==> config.mk <==
export PLATFORM = sky130hd
export DESIGN_NAME = sky130_ef_ip__rc_osc_clkdiv
export DESIGN_NICKNAME = d
export VERILOG_FILES = /design/src/rtl/sky130_ef_ip__rc_osc_clkdiv.sv
export SDC_FILE = /design/constraint.sdc
export NUM_CORES = 1
export LEC_CHECK = 0
export CAP_MARGIN = 40
export CORE_ASPECT_RATIO = 0.6
export CORE_MARGIN = 2
export CORE_UTILIZATION = 30
export DETAILED_ROUTE_END_ITERATION = 8
export DONT_BUFFER_PORTS = 1
export SLEW_MARGIN = 20
export SYNTH_ARGS = -nofsm -noshare
export SYNTH_HDL_FRONTEND = slang
export SYNTH_SLANG_ARGS = --single-unit
==> constraint.sdc <==
create_clock -name clk -period 3.58 [get_ports clk]
set_input_delay 0.716 -clock clk [delete_from_list [all_inputs] [get_ports clk]]
set_output_delay 0.716 -clock clk [all_outputs]
set_load 0.05 [all_outputs]
==> src/rtl/sky130_ef_ip__rc_osc_clkdiv.sv <==
// RC oscillator clock divider: settle, run, graceful stop.
// Glitch-free divided clock with deferred divisor update.
module sky130_ef_ip__rc_osc_clkdiv #(
   parameter int DIV_W      = 8,
   parameter int SETTLE_CYC = 16,
   parameter int DIV_RST    = 0,
   parameter int CNT_W      = 16
) (
   input  logic             clk,
   input  logic             rst_n,
   input  logic             ena,
   input  logic [DIV_W-1:0] div,
   input  logic             div_load,
   output logic             div_ack,
   output logic             dout,
   output logic             ready,
   output logic [CNT_W-1:0] edge_cnt
);

   typedef enum logic [1:0] {
      OFF    = 2'd0,
      SETTLE = 2'd1,
      RUN    = 2'd2,
      STOP   = 2'd3
   } state_t;

   localparam logic [15:0]      SETTLE_V = 16'(SETTLE_CYC);
   localparam logic [DIV_W-1:0] DIV_INIT = DIV_W'(DIV_RST);

   state_t             state, state_d;
   logic [15:0]        settle_cnt, settle_d;
   logic [DIV_W-1:0]   hc, hc_d;
   logic [DIV_W-1:0]   cur_div, cur_d;
   logic [DIV_W-1:0]   pend, pend_d;
   logic               pend_valid, pv_d;
   logic               dout_d, ready_d, ack_d;
   logic [CNT_W-1:0]   ecnt_d;
   logic               tgl;

   // Phase ends when the half-period counter reaches the divisor.
   assign tgl = (hc == cur_div);

   // State register: reset forces OFF with no phase completion.
   always_ff @(posedge clk or negedge rst_n) begin
      if (!rst_n) begin
         state <= OFF;
      end else begin
         state <= state_d;
      end
   end

   // Datapath and output registers.
   always_ff @(posedge clk or negedge rst_n) begin
      if (!rst_n) begin
         settle_cnt <= '0;
         hc         <= '0;
         cur_div    <= DIV_INIT;
         pend       <= '0;
         pend_valid <= 1'b0;
         dout       <= 1'b0;
         ready      <= 1'b0;
         div_ack    <= 1'b0;
         edge_cnt   <= '0;
      end else begin
         settle_cnt <= settle_d;
         hc         <= hc_d;
         cur_div    <= cur_d;
         pend       <= pend_d;
         pend_valid <= pv_d;
         dout       <= dout_d;
         ready      <= ready_d;
         div_ack    <= ack_d;
         edge_cnt   <= ecnt_d;
      end
   end

   // Next-state and next-value logic.
   always_comb begin
      state_d  = state;
      settle_d = settle_cnt;
      hc_d     = hc;
      dout_d   = dout;
      cur_d    = cur_div;
      pend_d   = pend;
      pv_d     = pend_valid;
      ack_d    = 1'b0;
      ecnt_d   = edge_cnt;
      unique case (state)
         OFF: begin
            hc_d     = '0;
            dout_d   = 1'b0;
            settle_d = '0;
            if (ena) begin
               state_d = SETTLE;
            end
         end
         SETTLE: begin
            if (!ena) begin
               state_d  = OFF;
               settle_d = '0;
            end else if (settle_cnt == SETTLE_V) begin
               state_d  = RUN;
               settle_d = '0;
            end else begin
               settle_d = settle_cnt + 16'd1;
            end
         end
         RUN, STOP: begin
            if (state == RUN && !ena && !dout) begin
               // Low phase may be cut short: output is already low.
               state_d = OFF;
               hc_d    = '0;
               dout_d  = 1'b0;
            end else begin
               if (tgl) begin
                  hc_d   = '0;
                  dout_d = !dout;
                  if (!dout) begin
                     ecnt_d = edge_cnt + CNT_W'(1);
                  end
                  // New divisor only at the falling edge, never mid-phase.
                  if (dout && pend_valid) begin
                     cur_d = pend;
                     pv_d  = 1'b0;
                     ack_d = 1'b1;
                  end
               end else begin
                  hc_d = hc + DIV_W'(1);
               end
               if (ena) begin
                  state_d = RUN;
               end else if (tgl) begin
                  state_d = OFF;
               end else begin
                  state_d = STOP;
               end
            end
         end
         default: begin
            state_d = OFF;
         end
      endcase
      // A load always wins over the clear from an application.
      if (div_load) begin
         pend_d = div;
         pv_d   = 1'b1;
      end
   end

   // ready mirrors the state being entered so it aligns with RUN.
   assign ready_d = (state_d == RUN);

endmodule
-- Yosys cells after proc, flatten, opt, wreduce, memory -nomap -nowiden
Index checks and enable logic that the tools add are counted.
- bits in registers: 62
- bits of input ports: 12
- word-level logic and storage cells: 64
- add/subtract/negate cells: 3
- equality and inequality tests: 8
- multiplexer cells: 25
- bitwise gates (word level): 2
- reduce and logical (&&, ||, !) cells: 16
- operators with widths (operator ; count):
    16-bit by 1-bit adder with 16-bit output (second input constant) ; 2
    16-bit 2-to-1 mux ; 2
    16-bit one-hot mux with 2 select lines ; 1
    16-bit by 5-bit == test with 1-bit output (second input constant) ; 1
    8-bit 2-to-1 mux ; 2
    8-bit one-hot mux with 2 select lines ; 1
    2-bit 2-to-1 mux ; 6
    4-bit AND reduction ; 3
    1-bit 2-to-1 mux ; 11
    2-bit nonzero test ; 5
    8-bit by 1-bit adder with 8-bit output (second input constant) ; 1
    8-bit == test ; 1
    2-bit == test (second input constant) ; 3
    2-bit one-hot mux with 3 select lines ; 1
    1-bit logical AND ; 3
    3-bit != test (second input constant) ; 1
    2-bit by 1-bit == test with 1-bit output (second input constant) ; 1
    1-bit zero test ; 2
    2-bit zero test ; 1
    2-bit != test (second input constant) ; 1
    1-bit NOT ; 2
    1-bit one-hot mux with 2 select lines ; 1
    2-bit AND reduction ; 1
    2-bit OR reduction ; 1

-- Depth between registers and ports, before layout
Gate-level depths: netlist of run 1.
- depth in word-level cells: 6
- mapped depth: 8

-- Least setup slack after synthesis of run 1
No wires, ideal clock.
- path kind: reg2reg
- start point: register hc[3]
- end point: register cur_div[1]
- arrival time: 1.693 ns
- required time: 3.455 ns
- slack: 1.762 ns
- cell stages (with the launch flop): 7
- path buffers: 1
- path through: dfrtp_1 > buf_6 > xor2_2 > nor4_4 > nand2_4 > nor2_8 > mux2_2
- word-level cells in the longest chain between the ends: 2
- RTL lines (what ; RTL line ; source):
    start: declaration ; 32 ; logic [DIV_W-1:0] hc, hc_d;
    start signal: assignment ; 56 ; hc <= '0;
    start signal: assignment ; 66 ; hc <= hc_d;
    8-bit == test ; 41 ; assign tgl = (hc == cur_div);
    4-bit AND reduction (no source line) ; n/a ;
    end signal: assignment ; 67 ; cur_div <= cur_d;
    end: declaration ; 33 ; logic [DIV_W-1:0] cur_div, cur_d;
Every way passes these cells.
A chain may end at the register's enable or synchronous reset.

-- Final worst setup path of run 1
- start point: register state[0]
- end point: register settle_cnt[12]
- word-level cells in the longest chain between the ends: 2
- elaborated cells between the ends (all ways): 4
- classes of those cells: eq/ne: 1; mux: 1; reduce/logical: 2
- RTL lines (what ; RTL line ; source):
    start: declaration ; 30 ; state_t state, state_d;
    start signal: assignment ; 48 ; state <= state_d;
    2-bit by 1-bit == test with 1-bit output or 2-bit zero test (tied branches) ; 88 ; unique case (state)
    16-bit one-hot mux with 2 select lines or 2-bit nonzero test (tied branches) ; n/a ;
    end signal: assignment ; 65 ; settle_cnt <= settle_d;
    end: declaration ; 31 ; logic [15:0] settle_cnt, settle_d;
Parallel ways exist; a longest one is shown, timed or not.

==> flow_summary.ini, run 1 <==
[final_layout]
num-nets-final = 304
final_layout_size_suffix_gt1_share_pct = 13.36
num-fill-cells = 998
final_common_cell = dfrtp_1
antenna_cells = 0
fin_util_pct = 35.01
multi_input_area_um2 = 1418
design_area_um2 = 3458
seqCellArea_um2 = 1551
mostFrequentLayoutCells = dfrtp_1 (62), nand2_1 (22), nand3_1 (21)
syn_to_final_growth_pct = 13.33

[timing]
drv_slew = 0
worstMarginPinSlew_ns = 0.7718
setup_viol = 0
finClkSkew_ns = 0.006946
grt_setup_unrepaired = no
fin_ws_ns = 1.351
finalHoldViolations = 0
final.min_clock_period_ns = 2.229
setup_tns_ns = 0
slew_headroom_pct = 48.35
finalCritPeriodShare_pct = 62.27
fmax_mhz = 448.6

[cts]
post_cts_buffers = 0
clockRootBuffer = clkbuf_16
cts_tree = built
cts_buffers = 9
clockBufferDepth = 2
clk_pin_slew_ns = 0.05
clock-sinks = 62
htreeDepth = 3
clk_latency_ns = 0.33
postCtsHoldBufs = 0
cts_resized = 0

[pwr]
max-vdd-ir-drop_mv = 0.2676
leakage_nw = 1.610
power_mw = 1.820
power_density_nw_per_um2 = 526.1

[floorplanning]
dieWidth_um = 134.2
start_util_pct = 30.89
rows = 28
design.core.area_um2 = 9879
die-area_um2 = 11020
ioPinCount = 31
fp.dieH_um = 82.13

[critical_path]
crit_chain = nor2b_1 -> nand2_1 -> nor2_1 -> nor2_1 -> nor2_1
crit_path_end_kind = register
crit_path_max_fanout = 11
cp-start-kind = register
cp_top_family = simple AND/OR/NAND/NOR gates
critPathMaxStageDelay_ns = 0.63
worstSetupPathType = reg2reg
cp_data_required_time_ns = 3.84
cp_slowest_cell = nor2_1
cp_common_cell = nor2_1
crit_buf_inv = 0
arrival_ns = 2.49

[drt]
vias = 2091
met3_length_um = 396
remaining_drc_errors = 0
drtAntennaViolNets = 0
top_layer_used = met4
met1_length_um = 3146
routedWlPerCell_um = 14.59
viasPerCell = 4.897
drtIter0Drc = 130
wl_met2_um = 2621
first_pass_iters = 4
routed_wirelength_um = 6229

[global_route]
grt_max_degree = 63
antenna_found_initial = 0
grt_overflow = 0
grt_pass1_vias = 1989
grt_pass1_wl_um = 10470
grtUsageTotal_pct = 12.48

[placed_design]
placedInstanceArea_um2 = 3176
portBuffers = 0
routabilityCongestion = 0.8243
dp.final_hpwl_um = 4336
post-place-ws_ns = 1.322

[run]
cap_violations = 0

[outcome]
status = complete, no violations

[synth]
synth-seq-cells = 62
synthFlopType = dfrtp_1
yosysSeqAreaShare_pct = 50.84
synth-warning-count = 0
synth_edf_count = 0
syn-instance-count = 285
syn_area_um2 = 3052
syn_nets = 301
avgSynthCellArea_um2 = 10.71
ys_async_sr_fraction_pct = 100.0
ys_types = 46

[worst_hold_path]
hold_class = in2async
[cell usage after synthesis, types with 2 or more instances]
library cell,instances,area share [%]
nor2b_1,3,0.62
dfrtp_1,62,51
nor3_1,12,2.0
nor2_1,16,2.0
xor2_1,20,5.7
a22o_1,4,1.1
inv_1,8,0.98
mux2_1,4,1.5
nand3_1,21,3.4
xnor2_1,7,2.0
ha_1,4,1.6
o21ai_0,12,2.0
or3_1,3,0.62
and3_1,6,1.2
nor4_4,2,1.4
nor3b_1,2,0.49
nand2_1,22,2.7
mux2i_1,2,0.66
and2_1,3,0.62
a21oi_1,10,1.6
buf_2,3,0.49
mux2_2,12,4.4
a21o_1,10,2.5
clkbuf_1,5,0.62
nand4_1,10,2.1
nor4b_1,2,0.57
[layer usage]
layer | track usage (%) | vias up
met2 | 17.24 | 48
li1 | - | 1013
met4 | 5.053 | 0
met5 | 0 | -
met3 | 4.945 | 10
met1 | 17.35 | 1020
[final timing paths]
check                      cells after the start                    endpoint                    from  slack (ns)
hold reg to reg                                1      pend_valid$_DFFE_PN0P_  pend_valid$_DFFE_PN0P_        0.48
hold / removal                                 0     edge_cnt[7]$_DFFE_PN0P_                   rst_n        0.08
max in group asynchronous                      0      cur_div[2]$_DFFE_PN0P_                   rst_n        3.39
setup / recovery                               5  settle_cnt[12]$_DFFE_PN0P_      state[0]$_DFF_PN0_        1.35
min in group clk                               1      pend_valid$_DFFE_PN0P_                div_load        0.48
setup reg to reg                               5  settle_cnt[12]$_DFFE_PN0P_      state[0]$_DFF_PN0_        1.35
[cells by family after synthesis]
family / after synthesis / synth area share (%)
adder cells (fa/ha/maj): 4 / 1.640
AO/OA/AOI/OAI: 42 / 8.733
multiplexers: 19 / 7.052
buffers and inverters: 18 / 2.706
AND/OR/NAND/NOR: 112 / 20.75
XOR/XNOR: 28 / 8.282
flip-flops: 62 / 50.84
[flip-flops by register name, summed over array words and instances (netlist names)]
signal / cells
hc: 8
ready: 1
dout: 1
div_ack: 1
state: 2
pend: 8
cur_div: 8
settle_cnt: 16
edge_cnt: 16
pend_valid: 1
[cell type report]
class	count	share of cell area (%)
timing repair buffer	2	0.4342
clock buffer	11	7.308
multi-input combinational	205	40.99
inverter	8	0.8683
clock inverter	4	0.6512
tap	135	4.884
sequential	62	44.86
[where the power goes]
part	internal [mW]	switching, mW
logic	0.0812	0.136
registers	0.737	0.0671
clock network	0.497	0.301
total	1.31	0.505
[per-stage QoR]
stage | std cells | hold slack [ns]
floorplan | 285 | 0.4204
global placement | 411 | 0.4253
detailed placement | 411 | 0.4249
CTS | 426 | 0.06565
global route | 427 | 0.06041
finish | 427 | 0.07758
(Power assumes the default switching activity.)
==> run 2, diff against run 1 <==
- clock period: 3.58 -> 2.2 ns (I/O delays scaled with it)
==> run 2 against run 1 <==
Clock power up 91%. Die area unchanged. Via count up 3.1%. Non-clock buffer count rose by 16. Clock-buffer cell count is the same. Sequential power up 54%. Combinational power is 120% higher. Maximum frequency up 11%. Largest power group is now clock. Sequential share of layout area fell by 2.4 points. Power grew 79%. Wire length increased by 4.8%.
==> flow_summary.ini, run 2 (synthesized netlist as in run 1, its figures left out) <==
[final_layout]
syn_to_final_growth_pct = 19.68
fin_cells = 443
num-nets-final = 320
fin_util_pct = 36.97
mostFrequentLayoutCells = dfrtp_1 (62), nand2_1 (22), nand3_1 (21)
antenna_cells = 0
final_common_cell = dfrtp_1
top_regs = edge_cnt x16, settle_cnt x16
num-fill-cells = 996
final_layout_size_suffix_gt1_share_pct = 18.18
design_area_um2 = 3652

[floorplanning]
fp.dieH_um = 82.13
rows = 28
ioPinCount = 31
design.core.area_um2 = 9879
die-area_um2 = 11020
start_util_pct = 30.89
dieWidth_um = 134.2

[critical_path]
critPathMaxStageDelay_ns = 0.47
cp_slowest_cell = dfrtp_1
worstSetupPathType = reg2reg
crit_path_max_fanout = 9
crit_path_end_kind = register
arrival_ns = 2.22
cp-start-kind = register
cp_data_required_time_ns = 2.41
reg2reg_slack_ns = 0.19
crit_chain = xor2_2 -> nor4_4 -> nand2_4 -> nor2_8 -> mux2_2

[pwr]
max-vdd-ir-drop_mv = 0.4102
power_mw = 3.260
p_switching_uw = 852.3
p_int_mw = 2.408
power.combinational.fraction_pct = 14.8
p_clk_share_pct = 47.1
p_seq_share_pct = 38.1
leakage_nw = 1.726
p_sw_share_pct = 26.14
power_density_nw_per_um2 = 892.6

[drt]
first_pass_iters = 4
viasPerCell = 4.867
routedWlPerCell_um = 14.74
drtIter0Drc = 129
routed_wirelength_um = 6528
remaining_drc_errors = 0
vias = 2156
drtAntennaViolNets = 0

[timing]
grt_setup_unrepaired = no
finalCritPeriodShare_pct = 91.30
setup_tns_ns = 0
worstMarginPinSlew_ns = 0.5839
final.min_clock_period_ns = 2.009
setup_viol = 0
finalHoldViolations = 0
drv_slew = 0
fmax_mhz = 497.9
finClkSkew_ns = 0.007446
slew_headroom_pct = 61.07
hold_slack_ns = 0.2107
fin_ws_ns = 0.1914

[cts]
cts_tree = built
clk_pin_slew_ns = 0.05
clk_latency_ns = 0.33
clock-sinks = 62
clockBufferDepth = 2
clockRootBuffer = clkbuf_16
cts_buffers = 9
htreeDepth = 3

[worst_hold_path]
hold_class = in2reg

[placed_design]
routabilityCongestion = 0.8023
portBuffers = 0
dp.final_hpwl_um = 4428
placedInstanceArea_um2 = 3281
dp.cells = 425
post-place-ws_ns = 0.1668

[global_route]
grt_pass1_wl_um = 11010
antenna_found_initial = 0
grt_pass1_vias = 2102
grt_max_degree = 63
grtUsageTotal_pct = 12.98
grt_overflow = 0

[run]
cap_violations = 0

[outcome]
status = complete, no violations
[run 2: path summary, 6_finish.rpt]
kind | startpoint | endpoint | cells past startpoint
setup / recovery | hc[3]$_DFFE_PN0P_ | cur_div[1]$_DFFE_PN0P_ | 5
hold / removal | div_load | pend_valid$_DFFE_PN0P_ | 1
setup reg to reg | hc[3]$_DFFE_PN0P_ | cur_div[1]$_DFFE_PN0P_ | 5
hold reg to reg | pend_valid$_DFFE_PN0P_ | pend_valid$_DFFE_PN0P_ | 1
max in group asynchronous | rst_n | pend[1]$_DFFE_PN0P_ | 2
min in group asynchronous | rst_n | edge_cnt[10]$_DFFE_PN0P_ | 2
[run 2: final cells by class]
type	instances	area, µm²	share of cell area (%)
Multi-Input combinational cell	205	1421	38.92
Tap cell	135	168.9	4.625
Timing Repair Buffer	18	157.7	4.317
Inverter	8	30.03	0.8222
Clock inverter	4	70.07	1.918
Clock buffer	11	252.7	6.920
Sequential cell	62	1551	42.48
[run 2: repair_timing]
item,CTS,global route
endpoints found under the setup margin,0,6
setup buffers,0,0
gates resized for setup,0,2
hold buffers,2,0
endpoints found under the hold margin,62,0
[run 2: power groups by stage]
| stage | logic (mW) | registers, mW | clock network, mW |
|---|---|---|---|
| final | 0.483 | 1.24 | 1.53 |
| after global routing | 0.525 | 1.25 | 1.63 |
| after CTS | 0.488 | 1.24 | 1.58 |
| after detailed placement | 0.447 | 1.26 | 0 |
| after global placement | 0.442 | 1.26 | 0 |
| after floorplan | 0.317 | 1.32 | 0 |
[run 2: worst max-delay path: cells and delay by family (launching register included)]
kind | cells | cell delay [ns]
AND/OR/NAND/NOR | 3 | 0.88
XOR/XNOR | 1 | 0.19
multiplexers | 1 | 0.35
flip-flops | 1 | 0.47
[run 2: per-layer routing]
layer	share of wire (%)	up-vias	track usage, %	routed length (µm)
li1	-	1042	-	-
met1	52	1065	18.04	3368
met2	42	41	18.42	2727
met3	5.5	8	5.250	359
met4	1.1	0	4.105	73
met5	0	-	0	0
==> run 3, diff against run 2 <==
- ABC_CLOCK_PERIOD_IN_PS: not set -> 2200
- GPL_TIMING_DRIVEN: not set -> 0
- PLACE_DENSITY: not set -> 0.48
==> run 3 against run 2 <==
Maximum frequency down 2.5%. Clock power is essentially flat. Largest cell class unchanged. Via count decreased by 3.4%. Highest routed layer unchanged. Die area unchanged. Clock skew about the same. Cell area fell by 1.7%. Register-to-register slack got worse by 0.05 ns. Critical path type unchanged. Sequential cell count did not move. Sequential power is 6% higher.
==> flow_summary.ini, run 3 (synthesized netlist as in run 1, its figures left out) <==
[floorplanning]
start_util_pct = 30.89
dieWidth_um = 134.2
ioPinCount = 31
die-area_um2 = 11020
rows = 28
design.core.area_um2 = 9879
fp.dieH_um = 82.13

[final_layout]
mostFrequentLayoutCells = dfrtp_1 (61), nand2_1 (22), nand3_1 (21)
final_layout_size_suffix_gt1_share_pct = 15.95
antenna_cells = 0
num-nets-final = 312
top_regs = edge_cnt x16, settle_cnt x16
fin_cells = 436
syn_to_final_growth_pct = 17.59
final_common_cell = dfrtp_1

[cts]
htreeDepth = 3
clockRootBuffer = clkbuf_16
clk_latency_ns = 0.33
cts_tree = built
clockBufferDepth = 2
clock-sinks = 62
cts_buffers = 9
clk_pin_slew_ns = 0.05

[timing]
fmax_mhz = 485.3
drv_slew = 0
slew_headroom_pct = 58.71
final.min_clock_period_ns = 2.061
grt_setup_unrepaired = no
setup_tns_ns = 0
setup_viol = 0
hold_slack_ns = 0.2193
worstMarginPinSlew_ns = 0.6193
finClkSkew_ns = 0.007180
finalCritPeriodShare_pct = 93.66
finalHoldViolations = 0
fin_ws_ns = 0.1394

[pwr]
p_seq_share_pct = 40.2
p_int_mw = 2.353
p_switching_uw = 897.8
power.combinational.fraction_pct = 13.1
power_density_nw_per_um2 = 906.0
max-vdd-ir-drop_mv = 0.3698
p_sw_share_pct = 27.61
p_clk_share_pct = 46.6
leakage_nw = 1.662
power_mw = 3.251

[critical_path]
cp-start-kind = register
crit_path_max_fanout = 9
crit_path_end_kind = register
reg2reg_from = hc[3]$_DFFE_PN0P_
arrival_ns = 2.28
worstSetupPathType = reg2reg
cp_data_required_time_ns = 2.41
cp-startpoint = hc[3]$_DFFE_PN0P_

[drt]
routed_wirelength_um = 6442
routedWlPerCell_um = 14.78
viasPerCell = 4.778
remaining_drc_errors = 0
first_pass_iters = 5
drtAntennaViolNets = 0
drtIter0Drc = 93
vias = 2083

[global_route]
antenna_found_initial = 0
grt_overflow = 0
grt_max_degree = 63
grtUsageTotal_pct = 13.37
grt_pass1_wl_um = 11080
grt_pass1_vias = 2112

[placed_design]
dp.cells = 420
routabilityCongestion = 0.7663
post-place-ws_ns = 0.08406
portBuffers = 0
dp.final_hpwl_um = 4509

[outcome]
status = complete, no violations

[worst_hold_path]
hold_class = in2reg
worstHoldStart = ena

[run]
cap_violations = 0
[run 3: changes by cell type in the layout (fill, tap and decap cells not counted), sizes merged]
cell | previous run | this run
buf | 16 | 6
clkinv | 2 | 4
clkinvlp | 0 | 1
[run 3: worst max-delay path, cell delays in order, from the launching register on]
cell	delay [ns]
dfrtp_1	0.37
buf_6	0.13
xor2_2	0.15
nor4_4	0.49
nand2_4	0.20
nor2_8	0.24
mux2_2	0.35
[run 3: metrics by stage]
stage	util, %	cell area (µm²)
2_1_floorplan	-	3052
3_3_place_gp	32.60	3221
3_5_place_dp	32.60	3221
4_1_cts	36.26	3582
5_1_grt	36.32	3588
6_report	36.32	3588
[run 3: final cells by class]
type	instances	area [µm²]
Timing Repair Buffer	2	37.54
Multi-Input combinational cell	205	1430
Buffer	8	45.04
Clock inverter	7	98.84
Tap cell	135	168.9
Clock buffer	9	225.2
Fill cell	1003	6291
Sequential cell	62	1553
Inverter	8	30.03
[run 3: metal layers]
| metal | vias up | track usage [%] | wire length [µm] |
|---|---|---|---|
| li1 | 1034 | - | - |
| met1 | 1013 | 18.49 | 3436 |
| met2 | 30 | 18.52 | 2597 |
| met3 | 6 | 5.861 | 353 |
| met4 | 0 | 4.526 | 54 |
| met5 | - | 0 | 0 |
[run 3: worst paths after layout]
path	endpoint	slack, ns	cells past startpoint
max in group asynchronous	dout$_DFFE_PN0P_	1.27	2
max reg2reg	cur_div[1]$_DFFE_PN0P_	0.14	6
min reg2reg	pend_valid$_DFFE_PN0P_	0.48	1
min in group asynchronous	edge_cnt[13]$_DFFE_PN0P_	0.65	2
min	state[0]$_DFF_PN0_	0.22	1
max	cur_div[1]$_DFFE_PN0P_	0.14	6
[run 3: repair_timing]
item | CTS | global route
hold buffers | 2 | 0
resized for setup | 0 | 4
setup buffers | 0 | 0
hold endpoints to repair | 62 | 0
endpoints found under the setup margin | 0 | 16
[run 3: power by group through the flow]
stage | Clock [mW] | Combinational (mW) | Sequential [mW]
2_1_floorplan | 0 | 0.317 | 1.32
3_3_place_gp | 0 | 0.398 | 1.33
3_5_place_dp | 0 | 0.402 | 1.33
4_1_cts | 1.56 | 0.435 | 1.31
5_1_grt | 1.62 | 0.477 | 1.32
6_report | 1.52 | 0.427 | 1.31
